### config.mk
export PLATFORM = sky130hd
export DESIGN_NAME = phasedet_ckratio
export DESIGN_NICKNAME = d
export VERILOG_FILES = /design/src/rtl/phasedet_ckratio_pkg.sv /design/src/rtl/phasedet_satcnt.sv /design/src/rtl/phasedet_ckratio.sv
export SDC_FILE = /design/constraint.sdc
export NUM_CORES = 1
export LEC_CHECK = 0
export CORE_AREA = 2 2 64 66
export DETAILED_ROUTE_END_ITERATION = 12
export DIE_AREA = 0 0 66 68
export HOLD_SLACK_MARGIN = 0.15
export RECOVER_POWER = 50
export SLEW_MARGIN = 40
export SYNTH_ARGS = -nofsm -noshare
export SYNTH_HDL_FRONTEND = slang
export SYNTH_SLANG_ARGS = --single-unit
### constraint.sdc
create_clock -name clknx -period 3.7 [get_ports clknx]
set_input_delay 0.74 -clock clknx [delete_from_list [all_inputs] [get_ports clknx]]
set_output_delay 0.74 -clock clknx [all_outputs]
set_load 0.005 [all_outputs]
### src/rtl/phasedet_ckratio_pkg.sv
// Shared constants for the integer-ratio phase tracker: FSM encoding and counter width.
package phasedet_ckratio_pkg;

   localparam int unsigned CNTW = 4;

   localparam logic [1:0] ST_SEARCH = 2'd0;
   localparam logic [1:0] ST_CHECK  = 2'd1;
   localparam logic [1:0] ST_LOCK   = 2'd2;

   // Wrapping increment for the good/miss qualification counters.
   function automatic logic [CNTW-1:0] cnt_inc(input logic [CNTW-1:0] c);
      return c + CNTW'(1);
   endfunction

endpackage

### src/rtl/phasedet_satcnt.sv
// Saturating up-counter with synchronous clear; clear has priority over increment.
module phasedet_satcnt #(
   parameter int unsigned W = 8
) (
   input  logic         clknx,
   input  logic         rstnx_,
   input  logic         inc,
   input  logic         clr,
   output logic [W-1:0] cnt
);

   logic [W-1:0] cnt_q;
   logic [W-1:0] cnt_d;

   always_comb begin
      cnt_d = cnt_q;
      if (clr) begin
         cnt_d = '0;
      end else if (inc && (cnt_q != '1)) begin
         cnt_d = cnt_q + W'(1);
      end
   end

   always_ff @(posedge clknx) begin
      if (!rstnx_) begin
         cnt_q <= '0;
      end else begin
         cnt_q <= cnt_d;
      end
   end

   assign cnt = cnt_q;

endmodule

### src/rtl/phasedet_ckratio.sv
// Fast-domain phase tracker for a ratio-locked slow clock: phase index, phase-0 strobe,
// lock qualification, flywheel through isolated glitches, slip detection and error count.
module phasedet_ckratio import phasedet_ckratio_pkg::*; #(
   parameter int unsigned RATIO   = 4,
   parameter int unsigned PW      = 2,
   parameter int unsigned LOCKCNT = 4,
   parameter int unsigned MISSCNT = 3,
   parameter int unsigned ECW     = 8
) (
   input  logic           clknx,
   input  logic           rstnx_,
   input  logic           en,
   input  logic           ckslow,
   input  logic           errclr,
   output logic [PW-1:0]  phase,
   output logic           phase0,
   output logic           locked,
   output logic           slip,
   output logic [ECW-1:0] errcnt
);

   logic [1:0]      state_q,      state_d;
   logic [PW-1:0]   phase_q,      phase_d;
   logic            phase0_q,     phase0_d;
   logic            locked_q,     locked_d;
   logic            slip_q,       slip_d;
   logic [CNTW-1:0] goodcnt_q,    goodcnt_d;
   logic [CNTW-1:0] misscnt_q,    misscnt_d;
   logic            ckslow_dly_q, ckslow_dly_d;

   logic            rise_c;
   logic            exp_c;
   logic            err_inc_c;
   logic [CNTW-1:0] good_inc_c;
   logic [CNTW-1:0] miss_inc_c;

   // Next-state and output decode; phase free-runs unless a branch pins it to 0.
   always_comb begin
      rise_c       = ckslow & ~ckslow_dly_q;
      exp_c        = (phase_q == PW'(RATIO - 1));
      good_inc_c   = cnt_inc(goodcnt_q);
      miss_inc_c   = cnt_inc(misscnt_q);

      state_d      = state_q;
      phase_d      = exp_c ? '0 : phase_q + PW'(1);
      locked_d     = locked_q;
      slip_d       = 1'b0;
      goodcnt_d    = goodcnt_q;
      misscnt_d    = misscnt_q;
      err_inc_c    = 1'b0;
      ckslow_dly_d = ckslow;

      if (!en) begin
         state_d      = ST_SEARCH;
         phase_d      = '0;
         locked_d     = 1'b0;
         goodcnt_d    = '0;
         misscnt_d    = '0;
         ckslow_dly_d = 1'b0;
      end else begin
         case (state_q)
            ST_SEARCH: begin
               phase_d  = '0;
               locked_d = 1'b0;
               if (rise_c) begin
                  state_d   = ST_CHECK;
                  goodcnt_d = '0;
                  misscnt_d = '0;
               end
            end
            ST_CHECK: begin
               locked_d = 1'b0;
               if (rise_c && exp_c) begin
                  goodcnt_d = good_inc_c;
                  if (good_inc_c == CNTW'(LOCKCNT)) begin
                     state_d   = ST_LOCK;
                     locked_d  = 1'b1;
                     goodcnt_d = '0;
                     misscnt_d = '0;
                  end
               end else if (rise_c) begin
                  // Stray edge: realign to it but restart qualification.
                  phase_d   = '0;
                  goodcnt_d = '0;
                  slip_d    = 1'b1;
                  err_inc_c = 1'b1;
               end else if (exp_c) begin
                  state_d   = ST_SEARCH;
                  phase_d   = '0;
                  goodcnt_d = '0;
                  misscnt_d = '0;
                  err_inc_c = 1'b1;
               end
            end
            ST_LOCK: begin
               // Flywheel: bad events are counted but never move the phase.
               if (rise_c && exp_c) begin
                  misscnt_d = '0;
               end else if (rise_c || exp_c) begin
                  err_inc_c = 1'b1;
                  misscnt_d = miss_inc_c;
                  if (miss_inc_c == CNTW'(MISSCNT)) begin
                     state_d   = ST_SEARCH;
                     phase_d   = '0;
                     locked_d  = 1'b0;
                     slip_d    = 1'b1;
                     goodcnt_d = '0;
                     misscnt_d = '0;
                  end
               end
            end
            default: begin
               state_d   = ST_SEARCH;
               phase_d   = '0;
               locked_d  = 1'b0;
               goodcnt_d = '0;
               misscnt_d = '0;
            end
         endcase
      end

      phase0_d = locked_d & (phase_d == '0);
   end

   always_ff @(posedge clknx) begin
      if (!rstnx_) begin
         state_q      <= ST_SEARCH;
         phase_q      <= '0;
         phase0_q     <= 1'b0;
         locked_q     <= 1'b0;
         slip_q       <= 1'b0;
         goodcnt_q    <= '0;
         misscnt_q    <= '0;
         ckslow_dly_q <= 1'b0;
      end else begin
         state_q      <= state_d;
         phase_q      <= phase_d;
         phase0_q     <= phase0_d;
         locked_q     <= locked_d;
         slip_q       <= slip_d;
         goodcnt_q    <= goodcnt_d;
         misscnt_q    <= misscnt_d;
         ckslow_dly_q <= ckslow_dly_d;
      end
   end

   phasedet_satcnt #(
      .W (ECW)
   ) u_errcnt (
      .clknx  (clknx),
      .rstnx_ (rstnx_),
      .inc    (err_inc_c),
      .clr    (errclr),
      .cnt    (errcnt)
   );

   assign phase  = phase_q;
   assign phase0 = phase0_q;
   assign locked = locked_q;
   assign slip   = slip_q;

endmodule

==> reports/metrics.yaml, run 1 <==
drt:
  wl_microns: 3112
  vias: 1269
  dr_wl_met3_microns: 102
  antenna_left: 0
  top_layer_used: "met4"
  avgViaCountPerCell: 5.494
  wl_met2_microns: 1585
  drc: 0
  wire_per_inst_microns: 13.47
  drt_iter0_drc: 62
  m1WireLength_microns: 1398
  dr.pass1.iters: 4
pwr:
  total_power_mw: 0.5272
  p_int_mw: 0.4199
  vdd_drop_max_v: 0.0001644
  p_leak_nw: 0.6587
  switching_share: 0.2037
  netSwitchingPower_mw: 0.1074
  power_frac_comb: 0.076
  p_seq_frac: 0.493
  power-per-cell-area_nw_per_um2: 308.5
  clkPwrFrac: 0.431
clock_network:
  clkTransAtPathRegs_ps: 90
  clock_sinks: 24
  clk_path_buf_depth: 2
  clock_latency_ps: 260
  htreeDepth: 1
  cts_resized: 0
  post_cts_buffers: 0
  cts_tree: "done"
  cts_root_buf: "clkbuf_8"
  numCtsBuffers: 3
  postCtsHoldBufs: 0
global_route:
  track_usage: 0.1528
  grt_max_degree: 15
  grt_antenna_before_repair: 0
  grt_overflow_total: 0
  grt_pass1_wl_microns: 5368
  grt_pass1_vias: 1257
critical_path:
  arrival_ps: 3200
  critPathCaptureType: "flip-flop"
  worstSetupStartpointType: "input port"
  critPathMaxStageDelay_ps: 540
  path_buf_inv: 1
  rrSetupSlack_ps: 1420
  critical_path.max_fanout: 14
  path_class: "input port to flip-flop"
  critical_path.top_delay_family: "simple AND/OR/NAND/NOR gates"
  critPathSlowestCell: "dlygate4sd3_1"
  critPathRequiredTime_ps: 3900
  cp_cell_sequence: "dlygate4sd3_1, nor2b_1, ha_1, nand3_1, a21o_1, or4_4, o22ai_2"
synth:
  yosys_warnings: 0
  synthesis.nets: 181
  yosysSeqAreaShare: 0.3398
  synth_cell_type_count: 51
  ys_ff_latch: 24
  netlist_area_sq_um: 1414
  synthArstFlopShare: 0
  synthCells: 163
  synthFlopType: "dfxtp_1"
  syn_area_per_cell_sq_um: 8.674
  synth_edf_count: 0
sta:
  setup_viol_count_final: 0
  finalCritPeriodShare: 0.8121
  whs_ps: 485.2
  maxSlewViolCount: 0
  clock_skew_ps: 3.695
  relSlewSlack: 0.6602
  setup_tns_ps: 0
  hold_violations: 0
  tightest_slew_ps: 503.2
  rsz0062_at_grt: "false"
  fmax_ghz: 0.3328
  min_period_ps: 3005
floorplan:
  pin_count: 18
  dieArea_sq_um: 4488
  initial_core_util: 0.3666
  die_y_microns: 68
  die_x_microns: 66
  fp.coreArea_sq_um: 3856
  placementRows: 23
placed_design:
  hpwlAfterDp_microns: 2450
  placed_cells: 227
  portBuffers: 17
  gp_congestion: 0.8610
outcome:
  run_status: "finished, final reports clean"
job:
  maxCapViolations: 0
cells_and_area:
  diodes: 0
  fillerInstances: 397
  final_util: 0.4432
  layoutNonFillerInstCount: 231
  drive_gt1_frac: 0.06077
  area_delta_synth_final_pct: 20.89
  nNetsFinal: 200
worst_hold_path:
  hp-class: "flip-flop to flip-flop"
-- per-layer routing --
layer  up-vias  track usage
met4         0      0.05867
met3         4      0.02138
met5         -            0
met2        28       0.2753
li1        634            -
met1       603       0.1851
-- cell usage in the layout (no fill, tap or decap), types with 2 or more instances in the layout --
cell	count
nand2_1	13
nand4_1	5
dfxtp_1	24
a21o_1	2
and3_1	2
nor4_1	3
dlygate4sd3_1	15
o21ai_0	3
mux2i_1	3
nor3_1	3
a21oi_1	10
nand2b_1	3
inv_1	6
a31o_1	2
clkdlybuf4s50_1	2
nand3_1	8
clkbuf_8	3
nor2_1	14
nand3b_1	2
ha_1	13
a2111oi_0	2
xor2_1	6
and2_1	6
-- sequential cells by signal (all words and copies together) (netlist names) --
register,cells
ckslow_dly_q,1
goodcnt_q,4
locked,1
misscnt_q,4
phase,2
phase0,1
slip,1
state_q,2
u_errcnt.cnt,8
-- final timing paths --
check,start,endpoint,depth (start not counted)
worst max register to register,phase[0],goodcnt_q[0],5
worst max-delay path,ckslow,goodcnt_q[0],7
worst min-delay path,u_errcnt.cnt[1],u_errcnt.cnt[1],2
worst min register to register,u_errcnt.cnt[1],u_errcnt.cnt[1],2
-- synthesized netlist by cell type, drive strengths merged (2+ instances only) --
library cell,instances,share of area
nand3b,2,0.011
mux2i,3,0.021
a21oi,10,0.035
nand2,13,0.035
dfxtp,24,0.34
a21o,2,0.011
nor4,3,0.013
nand2b,3,0.013
a2111oi,2,0.012
o21ai,4,0.014
and2,7,0.032
inv,7,0.019
nand3,8,0.028
xor2,6,0.037
buf,2,0.0062
nor2,14,0.037
nor3,3,0.011
ha,13,0.12
and3,3,0.014
a31o,2,0.012
nand4,5,0.022
clkbuf,3,0.0080
-- power groups by stage --
stage / clock network (mW) / registers (mW) / logic [mW]
final: 0.227 / 0.260 / 0.0401
after global routing: 0.242 / 0.260 / 0.0442
after CTS: 0.235 / 0.260 / 0.0404
after detailed placement: 0 / 0.266 / 0.0402
after global placement: 0 / 0.266 / 0.0391
after floorplan: 0 / 0.266 / 0.0276
-- cell type report --
cell class	instances	area, sq um	area share
Multi-Input combinational cell	127	887.1	0.5190
Sequential cell	24	480.5	0.2811
Timing Repair Buffer	19	181.4	0.1061
Tap cell	50	62.56	0.03660
Clock buffer	3	41.29	0.02416
Clock inverter	1	30.03	0.01757
Inverter	7	26.28	0.01537
-- stage by stage --
| step | worst slack (ps) | cell area (sq um) |
|---|---|---|
| 2_1_floorplan | 1219 | 1414 |
| 3_3_place_gp | 569.6 | 1642 |
| 3_5_place_dp | 508.8 | 1642 |
| 4_1_cts | 789.8 | 1713 |
| 5_1_grt | 513.9 | 1709 |
| 6_report | 695.2 | 1709 |
-- worst min-delay path, stage by stage (launching register included) --
cell,delay (ps)
dfxtp_1,330
nand2_1,60
a21oi_1,50
-- kinds of logic after synthesis --
group	Yosys count	share of synthesized area
buffers and inverters	12	0.03273
multiplexers	3	0.02124
adder cells (fa/ha/maj)	13	0.1150
AND/OR/NAND/NOR	67	0.2505
XOR/XNOR	6	0.03717
flip-flops	24	0.3398
AO/OA/AOI/OAI	38	0.2036
Note: power is estimated with default switching activity, not from simulation.
==> inputs of run 2 (changes only) <==
==> constraint.sdc (replaced) <==
create_clock -name clknx -period 2.9 [get_ports clknx]
set_input_delay 0.58 -clock clknx [delete_from_list [all_inputs] [get_ports clknx]]
set_output_delay 0.58 -clock clknx [all_outputs]
set_load 0.005 [all_outputs]
==> reports/metrics.yaml, run 2 (synthesized netlist as in run 1, its figures left out) <==
outcome:
  run_status: "finished, final reports clean"
sta:
  hold_violations: 0
  setup_viol_count_final: 0
  setup_tns_ps: 0
  whs_ps: 488.8
  tightest_slew_ps: 421.8
  maxSlewViolCount: 0
  relSlewSlack: 0.7151
  worst_slack_ps: 286.7
  fmax_ghz: 0.3827
  finalCritPeriodShare: 0.9011
  min_period_ps: 2613
  clock_skew_ps: 3.808
  rsz0062_at_grt: "false"
cells_and_area:
  layout_common_cells: "dfxtp_1, nor2_1, dlygate4sd3_1"
  area_delta_synth_final_pct: 23.81
  multi_input_area_sq_um: 887.1
  nNetsFinal: 206
  fillerInstances: 388
  diodes: 0
  largest_reg_flops: 8
  final_util: 0.4539
  seq_area_sq_um: 480.5
  mostFrequentLayoutCell: "dfxtp_1"
  drive_gt1_frac: 0.08556
  finalInstanceArea_sq_um: 1750
  layoutNonFillerInstCount: 237
global_route:
  grt_max_degree: 15
  grt_pass1_wl_microns: 5209
  grt_antenna_before_repair: 0
  grt_pass1_vias: 1212
  grt_overflow_total: 0
  track_usage: 0.1481
drt:
  dr.pass1.iters: 4
  avgViaCountPerCell: 5.325
  wl_microns: 3115
  antenna_left: 0
  wire_per_inst_microns: 13.14
  vias: 1262
  drc: 0
  drt_iter0_drc: 45
critical_path:
  worstSetupStartpointType: "input port"
  arrival_ps: 2820
  path_class: "input port to flip-flop"
  critPathSlowestCell: "or4_4"
  critPathMaxStageDelay_ps: 530
  cp_cell_sequence: "clkdlybuf4s50_1, nor2b_1, clkbuf_1, inv_2, ha_1, o41a_1, or4_4, o22ai_2"
  critPathCaptureType: "flip-flop"
  critical_path.max_fanout: 7
  critPathRequiredTime_ps: 3100
clock_network:
  numCtsBuffers: 3
  postCtsHoldBufs: 0
  htreeDepth: 1
  post_cts_buffers: 0
  cts_root_buf: "clkbuf_8"
  clk_path_buf_depth: 2
  cts_tree: "done"
  cts_resized: 0
  clock_sinks: 24
  clkTransAtPathRegs_ps: 90
  clock_latency_ps: 270
floorplan:
  dieArea_sq_um: 4488
  placementRows: 23
  pin_count: 18
  die_x_microns: 66
  initial_core_util: 0.3666
  fp.coreArea_sq_um: 3856
  die_y_microns: 68
placed_design:
  hpwlAfterDp_microns: 2375
  dpl_cell_area_sq_um: 1687
  portBuffers: 17
  placed_cells: 233
  gp_congestion: 0.8376
  post-place-ws_ps: 101.8
pwr:
  p_leak_nw: 0.6849
  vdd_drop_max_v: 0.0002337
  total_power_mw: 0.6856
  power-per-cell-area_nw_per_um2: 391.7
job:
  maxCapViolations: 0
worst_hold_path:
  hp-class: "flip-flop to flip-flop"
## run 2: final cells by class
class	instances	area share
multi-input combinational	127	0.5068
sequential	24	0.2745
timing repair buffer	25	0.1272
tap	50	0.03574
clock buffer	3	0.02359
clock inverter	1	0.01716
inverter	7	0.01501
## run 2: path summary, 6_finish.rpt
check                   from            to  slack (ps)  cells after the start
setup reg to reg    phase[0]  misscnt_q[0]         720                      7
hold reg to reg   state_q[0]    state_q[0]         490                      2
hold / removal    state_q[0]    state_q[0]         490                      2
setup / recovery      ckslow  goodcnt_q[0]         290                      8
## run 2: routing by layer
metal,wire length [microns],track usage,up-vias
met5,0,0,-
met4,22,0.04592,0
met3,120,0.01974,2
met2,1579,0.2702,28
met1,1393,0.1815,589
li1,-,-,643
## run 2: report_power, final
part	total (mW)	switching (mW)	leakage (nW)	internal, mW
registers	0.332	0.000899	0.194	0.331
clock network	0.299	0.114	0.0357	0.185
logic	0.0548	0.0317	0.456	0.0231
total	0.686	0.147	0.685	0.539
## run 2: critical path: cells and delay by family
| kind | cells | cell delay, ps |
|---|---|---|
| buffers and inverters | 3 | 780 |
| AOI/OAI and AO/OA | 2 | 540 |
| adders and majority gates | 1 | 220 |
| and+or+nand+nor | 2 | 700 |
==> inputs of run 3 (changes only) <==
--- a/config.mk
+++ b/config.mk
@@ -5,12 +5,13 @@
 export SDC_FILE = /design/constraint.sdc
 export NUM_CORES = 1
 export LEC_CHECK = 0
-export CORE_AREA = 2 2 64 66
+export CORE_AREA = 2 2 68 70
 export DETAILED_ROUTE_END_ITERATION = 12
-export DIE_AREA = 0 0 66 68
+export DIE_AREA = 0 0 70 72
 export HOLD_SLACK_MARGIN = 0.15
 export RECOVER_POWER = 50
 export SLEW_MARGIN = 40
 export SYNTH_ARGS = -nofsm -noshare
 export SYNTH_HDL_FRONTEND = slang
+export SYNTH_HIERARCHICAL = 1
 export SYNTH_SLANG_ARGS = --single-unit
==> reports/metrics.yaml, run 3 <==
synth:
  synth_edf_count: 0
  yosys_warnings: 6
  synth_cell_type_count: 53
  synthTopCellsByCount: "dfxtp_1, nand2_1, ha_1"
  synthFlopType: "dfxtp_1"
  synthArstFlopShare: 0
  synthCells: 175
  ys_ff_latch: 24
  synthesis.nets: 193
  synth.most_common_cell: "dfxtp_1"
  netlist_area_sq_um: 1556
  yosysSeqAreaShare: 0.3087
  synth_top_cell_area_share: 0.3087
  syn_area_per_cell_sq_um: 8.894
  synthTopCellsByArea: "dfxtp_1, ha_1, nand2_1"
  synth_largest_area_cell: "dfxtp_1"
global_route:
  grt_antenna_before_repair: 0
  grt_overflow_total: 0
  grt_max_degree: 15
  track_usage: 0.1568
  grt_pass1_wl_microns: 6472
  grt_pass1_vias: 1443
critical_path:
  critPathMaxStageDelay_ps: 580
  critPathRequiredTime_ps: 3110
  critical_path.max_fanout: 8
  worstSetupStartpointType: "input port"
  critPathSlowestCell: "dlygate4sd3_1"
  path_class: "input port to flip-flop"
  arrival_ps: 2820
  critPathCaptureType: "flip-flop"
  cp_cell_sequence: "dlygate4sd3_1, nand2b_4, inv_1, ha_1, nor2_1, nand3b_1, o211ai_2, nor2b_2, mux2i_1"
clock_network:
  cts_resized: 0
  cts_tree: "done"
  numCtsBuffers: 3
  post_cts_buffers: 0
  clock_sinks: 24
  postCtsHoldBufs: 0
  clock_latency_ps: 280
  clkTransAtPathRegs_ps: 90
  htreeDepth: 1
  clk_path_buf_depth: 2
  cts_root_buf: "clkbuf_8"
sta:
  hold_violations: 0
  whs_ps: 498.6
  setup_tns_ps: 0
  relSlewSlack: 0.6649
  fmax_ghz: 0.3827
  setup_viol_count_final: 0
  clock_skew_ps: 4.279
  finalCritPeriodShare: 0.9010
  rsz0062_at_grt: "false"
  tightest_slew_ps: 501.6
  maxSlewViolCount: 0
  min_period_ps: 2613
placed_design:
  hpwlAfterDp_microns: 2789
  portBuffers: 17
  placed_cells: 245
  gp_congestion: 0.8032
floorplan:
  die_y_microns: 72
  pin_count: 18
  fp.coreArea_sq_um: 4264
  initial_core_util: 0.3650
  placementRows: 24
  dieArea_sq_um: 5040
  die_x_microns: 70
cells_and_area:
  nNetsFinal: 216
  layoutNonFillerInstCount: 249
  mostFrequentLayoutCell: "dfxtp_1"
  diodes: 0
  area_delta_synth_final_pct: 20.74
  largest_reg_flops: 8
  drive_gt1_frac: 0.1269
  fillerInstances: 429
  layout_common_cells: "dfxtp_1, nand2_1, dlygate4sd3_1"
drt:
  wire_per_inst_microns: 14.69
  dr.pass1.iters: 4
  antenna_left: 0
  vias: 1408
  drt_iter0_drc: 104
  drc: 0
  avgViaCountPerCell: 5.655
  wl_microns: 3658
pwr:
  vdd_drop_max_v: 0.0001842
  p_leak_nw: 0.7573
  power-per-cell-area_nw_per_um2: 370.0
job:
  maxCapViolations: 0
worst_hold_path:
  hp-class: "flip-flop to flip-flop"
outcome:
  run_status: "finished, final reports clean"
[run 3: cell count changes after synthesis, sizes merged, moves of 4 or more]
cell and delta:
nand2 +7, nor2 -6, xor2 -6, and2 -5
nor2b +5, o21ai +5, and3 +4, and4 +4
[run 3: stage by stage]
stage          power, mW  utilization  setup slack [ps]  cell area (sq um)
2_1_floorplan     0.3752            -             884.7               1556
3_3_place_gp      0.3956       0.4249             233.9               1812
3_5_place_dp      0.3976       0.4249             177.1               1812
4_1_cts           0.6993       0.4416             441.1               1883
5_1_grt           0.7202       0.4407             170.7               1879
6_report          0.6954       0.4407             287.1               1879
[run 3: power by group]
group	internal, mW	switching (mW)	leakage (nW)
logic	0.0236	0.0340	0.528
registers	0.331	0.000987	0.194
clock network	0.185	0.121	0.0357
total	0.539	0.156	0.757
[run 3: critical path: cells and delay by family]
| kind | cells | cell delay, ps |
|---|---|---|
| buf+inv | 2 | 660 |
| mux | 1 | 220 |
| simple gates | 4 | 750 |
| fa+ha+maj | 1 | 300 |
| compound gates | 1 | 300 |
[run 3: cell type report]
type,count,area (sq um),share of cell area
tap,52,65.06,0.03462
sequential,24,480.5,0.2557
clock buffer,3,41.29,0.02197
multi-input combinational,140,1028,0.5473
clock inverter,1,30.03,0.01598
inverter,7,26.28,0.01398
timing repair buffer,22,207.7,0.1105
[run 3: kinds of logic after synthesis]
family	Yosys count	synth area share
flip-flops	24	0.3087
buffers and inverters	11	0.02813
multiplexers	6	0.03859
AO/OA/AOI/OAI	46	0.2363
AND/OR/NAND/NOR	75	0.2838
adder cells (fa/ha/maj)	13	0.1045
[run 3: final timing paths]
path | slack, ps | endpoint | start | cells after the start
max | 290 | state_q[1] | ckslow | 9
max reg2reg | 770 | state_q[1] | phase[0] | 8
min | 500 | state_q[0] | state_q[0] | 2
min reg2reg | 500 | state_q[0] | state_q[0] | 2
[run 3: layer usage]
| layer | share of wire | GRT usage | wire length (microns) | up-vias |
|---|---|---|---|---|
| met3 | 0.021 | 0.02500 | 76 | 7 |
| li1 | - | - | - | 701 |
| met2 | 0.51 | 0.2963 | 1872 | 17 |
| met4 | 0.020 | 0.05769 | 72 | 0 |
| met1 | 0.45 | 0.1781 | 1637 | 683 |
| met5 | 0 | 0 | 0 | - |
